`config.mk`:
```
export PLATFORM = sky130hd
export DESIGN_NAME = peak_report_arbiter
export DESIGN_NICKNAME = d
export VERILOG_FILES = /design/src/rtl/peak_report_pkg.sv /design/src/rtl/peak_report_fifo.sv /design/src/rtl/peak_report_arbiter.sv
export SDC_FILE = /design/constraint.sdc
export NUM_CORES = 1
export LEC_CHECK = 0
export BUFFER_PORTS_ARGS = -buffer_cell sky130_fd_sc_hd__buf_2
export CAP_MARGIN = 30
export CORE_MARGIN = 1.5
export CORE_UTILIZATION = 25
export CTS_CLUSTER_DIAMETER = 30
export CTS_CLUSTER_SIZE = 28
export DETAILED_ROUTE_END_ITERATION = 7
export HOLD_SLACK_MARGIN = 0.15
export PLACE_DENSITY = 0.52
export SYNTH_ARGS = -nofsm -noshare
export SYNTH_HDL_FRONTEND = slang
export SYNTH_SLANG_ARGS = --single-unit
```
`constraint.sdc`:
```
create_clock -name clk -period 4.9 [get_ports clk]
set_clock_uncertainty 0.2 [all_clocks]
set_input_delay 0.735 -clock clk [delete_from_list [all_inputs] [get_ports clk]]
set_output_delay 0.735 -clock clk [all_outputs]
set_load 0.02 [all_outputs]
```
`src/rtl/peak_report_pkg.sv`:
```
// Shared types and constants for the peak report arbiter and its channel FIFOs.
// peak_entry_t documents the queued record layout at the default peak_finder widths.
package peak_report_pkg;

    typedef enum logic {
        CH_I = 1'b0,
        CH_Q = 1'b1
    } chan_e;

    localparam int SEQ_LEN       = 15;
    localparam int TUSER_LEN     = 16;
    localparam int DEF_INDEX_LEN = 32;
    localparam int DEF_DATA_LEN  = 64;

    typedef struct packed {
        logic [DEF_INDEX_LEN-1:0] index;
        logic [DEF_DATA_LEN-1:0]  data;
        logic [SEQ_LEN-1:0]       seq;
    } peak_entry_t;

endpackage

```
`src/rtl/peak_report_fifo.sv`:
```
// First-word-fall-through synchronous FIFO; a push while full is accepted
// when a pop happens in the same cycle.
module peak_report_fifo #(
    parameter int WIDTH = 8,
    parameter int DEPTH = 4
) (
    input  logic             clk,
    input  logic             aresetn,
    input  logic             i_push,
    input  logic [WIDTH-1:0] i_data,
    input  logic             i_pop,
    output logic [WIDTH-1:0] o_data,
    output logic             o_full,
    output logic             o_empty
);

    localparam int AW = $clog2(DEPTH);
    localparam logic [AW:0] PTR_ONE = 1;

    logic [WIDTH-1:0] r_mem [DEPTH];
    logic [AW:0]      r_wr_ptr;
    logic [AW:0]      r_rd_ptr;
    logic             w_do_push;
    logic             w_do_pop;

    assign o_empty   = (r_wr_ptr == r_rd_ptr);
    assign o_full    = (r_wr_ptr[AW-1:0] == r_rd_ptr[AW-1:0]) && (r_wr_ptr[AW] != r_rd_ptr[AW]);
    assign w_do_pop  = i_pop && !o_empty;
    assign w_do_push = i_push && (!o_full || w_do_pop);
    assign o_data    = r_mem[r_rd_ptr[AW-1:0]];

    always_ff @(posedge clk or negedge aresetn) begin
        if (!aresetn) begin
            r_wr_ptr <= '0;
            r_rd_ptr <= '0;
        end else begin
            if (w_do_push) r_wr_ptr <= r_wr_ptr + PTR_ONE;
            if (w_do_pop)  r_rd_ptr <= r_rd_ptr + PTR_ONE;
        end
    end

    // Storage is left unreset: the pointers alone define which entries are valid.
    always_ff @(posedge clk) begin
        if (w_do_push) r_mem[r_wr_ptr[AW-1:0]] <= i_data;
    end

endmodule

```
`src/rtl/peak_report_arbiter.sv`:
```
// Merges I/Q peak_finder results into one AXI-Stream report stream with
// channel/sequence tags, round-robin arbitration and per-channel drop counters.
module peak_report_arbiter
    import peak_report_pkg::*;
#(
    parameter int INDEX_LEN = 32,
    parameter int DATA_LEN  = 64,
    parameter int DEPTH     = 4
) (
    input  logic                          clk,
    input  logic                          aresetn,
    input  logic                          enable,
    input  logic [INDEX_LEN-1:0]          peak_index_i,
    input  logic [DATA_LEN-1:0]           peak_tdata_i,
    input  logic                          peak_tvalid_i,
    input  logic [INDEX_LEN-1:0]          peak_index_q,
    input  logic [DATA_LEN-1:0]           peak_tdata_q,
    input  logic                          peak_tvalid_q,
    output logic [DATA_LEN+INDEX_LEN-1:0] m_axis_tdata,
    output logic [TUSER_LEN-1:0]          m_axis_tuser,
    output logic                          m_axis_tvalid,
    input  logic                          m_axis_tready,
    output logic [15:0]                   drop_count_i,
    output logic [15:0]                   drop_count_q
);

    localparam int ENTRY_W = INDEX_LEN + DATA_LEN + SEQ_LEN;
    localparam logic [SEQ_LEN-1:0] SEQ_ONE  = 1;
    localparam logic [15:0]        DROP_ONE = 1;
    localparam logic [15:0]        DROP_MAX = 16'hFFFF;

    logic [SEQ_LEN-1:0]            r_seq_i;
    logic [SEQ_LEN-1:0]            r_seq_q;
    logic [15:0]                   r_drop_i;
    logic [15:0]                   r_drop_q;
    chan_e                         r_last;
    logic                          r_valid;
    logic [DATA_LEN+INDEX_LEN-1:0] r_tdata;
    logic [TUSER_LEN-1:0]          r_tuser;

    logic               w_cap_i;
    logic               w_cap_q;
    logic [ENTRY_W-1:0] w_data_i;
    logic [ENTRY_W-1:0] w_data_q;
    logic               w_full_i;
    logic               w_full_q;
    logic               w_empty_i;
    logic               w_empty_q;
    logic               w_load;
    logic               w_tie;
    chan_e              w_sel;
    logic               w_pop_i;
    logic               w_pop_q;
    logic               w_drop_i;
    logic               w_drop_q;
    logic [ENTRY_W-1:0] w_src;

    assign w_cap_i = peak_tvalid_i && enable;
    assign w_cap_q = peak_tvalid_q && enable;

    peak_report_fifo #(.WIDTH(ENTRY_W), .DEPTH(DEPTH)) u_fifo_i (
        .clk     (clk),
        .aresetn (aresetn),
        .i_push  (w_cap_i),
        .i_data  ({peak_index_i, peak_tdata_i, r_seq_i}),
        .i_pop   (w_pop_i),
        .o_data  (w_data_i),
        .o_full  (w_full_i),
        .o_empty (w_empty_i)
    );

    peak_report_fifo #(.WIDTH(ENTRY_W), .DEPTH(DEPTH)) u_fifo_q (
        .clk     (clk),
        .aresetn (aresetn),
        .i_push  (w_cap_q),
        .i_data  ({peak_index_q, peak_tdata_q, r_seq_q}),
        .i_pop   (w_pop_q),
        .o_data  (w_data_q),
        .o_full  (w_full_q),
        .o_empty (w_empty_q)
    );

    // The output register accepts a new report whenever it is empty or being drained.
    assign w_load = !r_valid || m_axis_tready;

    // Only a genuine tie moves the grant pointer, so repeated ties alternate.
    always_comb begin
        w_sel   = CH_I;
        w_tie   = 1'b0;
        w_pop_i = 1'b0;
        w_pop_q = 1'b0;
        if (w_load) begin
            if (!w_empty_i && !w_empty_q) begin
                w_tie = 1'b1;
                w_sel = (r_last == CH_I) ? CH_Q : CH_I;
            end else if (!w_empty_q) begin
                w_sel = CH_Q;
            end
            w_pop_i = !w_empty_i && (w_sel == CH_I);
            w_pop_q = !w_empty_q && (w_sel == CH_Q);
        end
    end

    assign w_src    = (w_sel == CH_Q) ? w_data_q : w_data_i;
    assign w_drop_i = w_cap_i && w_full_i && !w_pop_i;
    assign w_drop_q = w_cap_q && w_full_q && !w_pop_q;

    always_ff @(posedge clk or negedge aresetn) begin
        if (!aresetn) begin
            r_valid <= 1'b0;
            r_tdata <= '0;
            r_tuser <= '0;
            r_last  <= CH_Q;
        end else begin
            if (w_pop_i || w_pop_q) begin
                r_valid <= 1'b1;
                r_tdata <= w_src[ENTRY_W-1:SEQ_LEN];
                r_tuser <= {w_sel, w_src[SEQ_LEN-1:0]};
            end else if (r_valid && m_axis_tready) begin
                r_valid <= 1'b0;
            end
            if (w_tie) r_last <= w_sel;
        end
    end

    // Sequence numbers advance on every enabled pulse, so dropped reports leave gaps.
    always_ff @(posedge clk or negedge aresetn) begin
        if (!aresetn) begin
            r_seq_i  <= '0;
            r_seq_q  <= '0;
            r_drop_i <= '0;
            r_drop_q <= '0;
        end else begin
            if (w_cap_i) r_seq_i <= r_seq_i + SEQ_ONE;
            if (w_cap_q) r_seq_q <= r_seq_q + SEQ_ONE;
            if (w_drop_i && (r_drop_i != DROP_MAX)) r_drop_i <= r_drop_i + DROP_ONE;
            if (w_drop_q && (r_drop_q != DROP_MAX)) r_drop_q <= r_drop_q + DROP_ONE;
        end
    end

    assign m_axis_tvalid = r_valid;
    assign m_axis_tdata  = r_tdata;
    assign m_axis_tuser  = r_tuser;
    assign drop_count_i  = r_drop_i;
    assign drop_count_q  = r_drop_q;

endmodule

```
==> out/qor.yml <==
place:
  gp_congestion: 0.730
  dp_hpwl_mm: 66.9
  portBuffers: 342
logic_synthesis:
  yosys-top-cells-area: "edfxtp_1 (67%), mux4_2 (12%), dfrtp_1 (12%)"
  async_flop_share: 0.175
  yosysMostFrequentCell: "edfxtp_1"
  yosysWarnings: 0
  syn_inst: 1966
  seq_area_frac_synth: 0.783
  synthTopCellsByCount: "edfxtp_1 (888), mux4_2 (222), dfrtp_1 (187)"
  synth-edff-count: 888
  ys_ff_latch: 1076
  syn_avg_cell_area_um2: 20.4
  yosys.cell_types.count: 44
  synthFlopType: "edfxtp_1"
  synth_top_area_frac: 0.665
  synth_fp_nets: 2178
  yosysTopAreaCell: "edfxtp_1"
  syn_area_um2: 40100
grt:
  met1_usage: 0.166
  grt_util_met3: 0.0372
  grt_pass1_wl_mm: 158
  antenna_found_initial: 31
  grtUsageTotal: 0.132
  grt_pass1_vias: 22865
  grtUsageMet2: 0.219
  grt-busiest-layer: "met2"
  grt_max_degree: 112
  overflow: 0
drt:
  ant_nets: 0
  viasPerCell: 4.32
  drt_iter0_drc: 1434
  wire_per_inst_um: 21.7
  first_pass_iters: 5
  drc_errors: 0
  dr_total_vias: 21564
  wirelength_mm: 108
worst_setup_path:
  setup.worst_path.end_class: "register"
  crit_fanout: 59
  cp-start-kind: "register"
  crit_arrival_ns: 4.02
  crit_required_ns: 5.14
  crit_type: "reg2reg"
finish:
  area_delta_synth_final_pct: 37.2
  fin_nets: 2904
  drive_gt1_frac: 0.363
  n_fill_cell: 14864
floorplan:
  core_um2: 159000
  die_w_um: 403
  start_util: 0.253
  die_area_um2: 163000
  num_rows: 146
  io_pins: 343
  die_height_um: 403
sta:
  fin_crit_sh: 0.771
  timing.fmax_ghz: 0.265
  drv_slew: 0
  holdWs_ns: 0.246
  setup_viol: 0
  tightest_slew_ns: 0.920
  hold_viol_final: 0
  post-route-min-period_ns: 3.78
  tns_ns: 0
  slew_headroom: 0.387
  rsz0062_at_grt: "no"
clock_network:
  clock_sinks: 1076
  numCtsBuffers: 237
  ctsRootBufferMaster: "clkbuf_16"
  clkTransAtPathRegs_ns: 0.05
  htreeDepth: 4
  cts_buffer_depth: 3
  insertion_delay_ns: 0.85
  cts_tree: "yes"
pwr:
  power.density_nw_per_um2: 665
  leakage_nw: 19.4
  peakVddDrop_mv: 0.519
flow_run:
  cap_violations: 0
min_path:
  hp-class: "in2async"
status:
  run_status: "complete, no violations"
==> registers in the layout, indices dropped and copies added (netlist names), 15 cells and up <==
| register | cells |
|---|---|
| m_axis_tuser | 16 |
| drop_count_i | 16 |
| r_seq_i | 15 |
| m_axis_tdata | 96 |
| u_fifo_q.r_mem | 444 |
| drop_count_q | 16 |
| u_fifo_i.r_mem | 444 |
| r_seq_q | 15 |
==> logic make-up after synthesis <==
kind of cell,share of synthesized area
AND/OR/NAND/NOR,0.0393
flip-flops,0.783
multiplexers,0.127
buffers and inverters,0.0101
AO/OA/AOI/OAI,0.0207
XOR/XNOR,0.0163
adder cells (fa/ha/maj),0.00437
==> layer usage <==
| metal | part of all wire | routed length, um | vias to the layer above |
|---|---|---|---|
| li1 | - | - | 9479 |
| met1 | 0.42 | 45100 | 11174 |
| met2 | 0.50 | 53800 | 671 |
| met3 | 0.061 | 6620 | 210 |
| met4 | 0.023 | 2440 | 30 |
| met5 | 0.0018 | 193 | - |
==> timing repair <==
| item | 4_1_cts | 5_1_grt |
|---|---|---|
| buffers inserted | 0 | 0 |
| endpoints found under the setup margin | 0 | 0 |
| hold buffers | 198 | 0 |
| hold endpoints to repair | 832 | 0 |
| gates resized for setup | 0 | 0 |
==> worst max-delay path, stage by stage, from the launching register on <==
cell and delay, ns:
dfrtp_4 0.83, xor2_2 0.23, o31ai_4 0.43, a211oi_1 0.13
nor2_1 0.39, and2_4 0.65, buf_12 0.42
==> metrics by stage <==
stage	instances	setup slack, ns	power [mW]	utilization	instance area (um2)
global route	4988	0.879	38.2	0.347	55000
finish	4988	1.12	36.6	0.347	55000
global placement	4326	1.02	20.6	0.280	44500
detailed placement	4327	0.996	20.7	0.280	44500
CTS	4980	0.941	37.2	0.346	55000
floorplan	1966	0.139	17.5	-	40100
==> area by class of cell <==
type	count	area (um2)	share of cell area
antenna	8	20.0	0.000364
clock buffer	256	6050	0.110
clock inverter	199	2430	0.0442
inverter	6	22.5	0.000409
multi-input combinational	795	8350	0.152
sequential	1076	31400	0.571
tap	2072	2590	0.0471
timing repair buffer	576	4160	0.0756
==> report_power, final <==
group          switching (mW)  internal [mW]  total (mW)
clock                    5.54           10.7        16.3
sequential              0.829           11.6        12.4
combinational            4.78           3.18        7.96
total                    11.2           25.5        36.6
==> layout by cell type, fill, tap and decap left out, types with 18 or more instances in the layout <==
cell / netlist / layout
inv_6: 0 / 27
dlygate4sd3_1: 0 / 198
nand2_1: 89 / 89
clkinv_1: 0 / 18
nand3_1: 21 / 20
xnor2_1: 56 / 56
bufinv_16: 0 / 31
dfrtp_1: 187 / 183
clkinvlp_4: 0 / 48
nor2_1: 186 / 185
mux4_2: 222 / 222
clkinv_2: 0 / 33
buf_2: 31 / 341
nand4_1: 22 / 22
edfxtp_1: 888 / 888
clkbuf_16: 0 / 237
buf_4: 3 / 22
o22ai_1: 87 / 87
a22oi_1: 24 / 24
clkinv_4: 0 / 21
==> worst paths after layout <==
path / start / to / slack (ns) / cells after the start
setup / recovery: u_fifo_q.r_rd_ptr[1] / u_fifo_i.r_mem[3][67] / 1.12 / 6
setup reg to reg: u_fifo_q.r_rd_ptr[1] / u_fifo_i.r_mem[3][67] / 1.12 / 6
min in group clk: m_axis_tdata[75] / m_axis_tdata[75] / 0.26 / 2
hold / removal: aresetn / drop_count_q[7] / 0.25 / 2
max in group asynchronous: aresetn / m_axis_tdata[55] / 3.07 / 3
hold reg to reg: m_axis_tdata[75] / m_axis_tdata[75] / 0.26 / 2
Power figures use the tool's default switching activity.
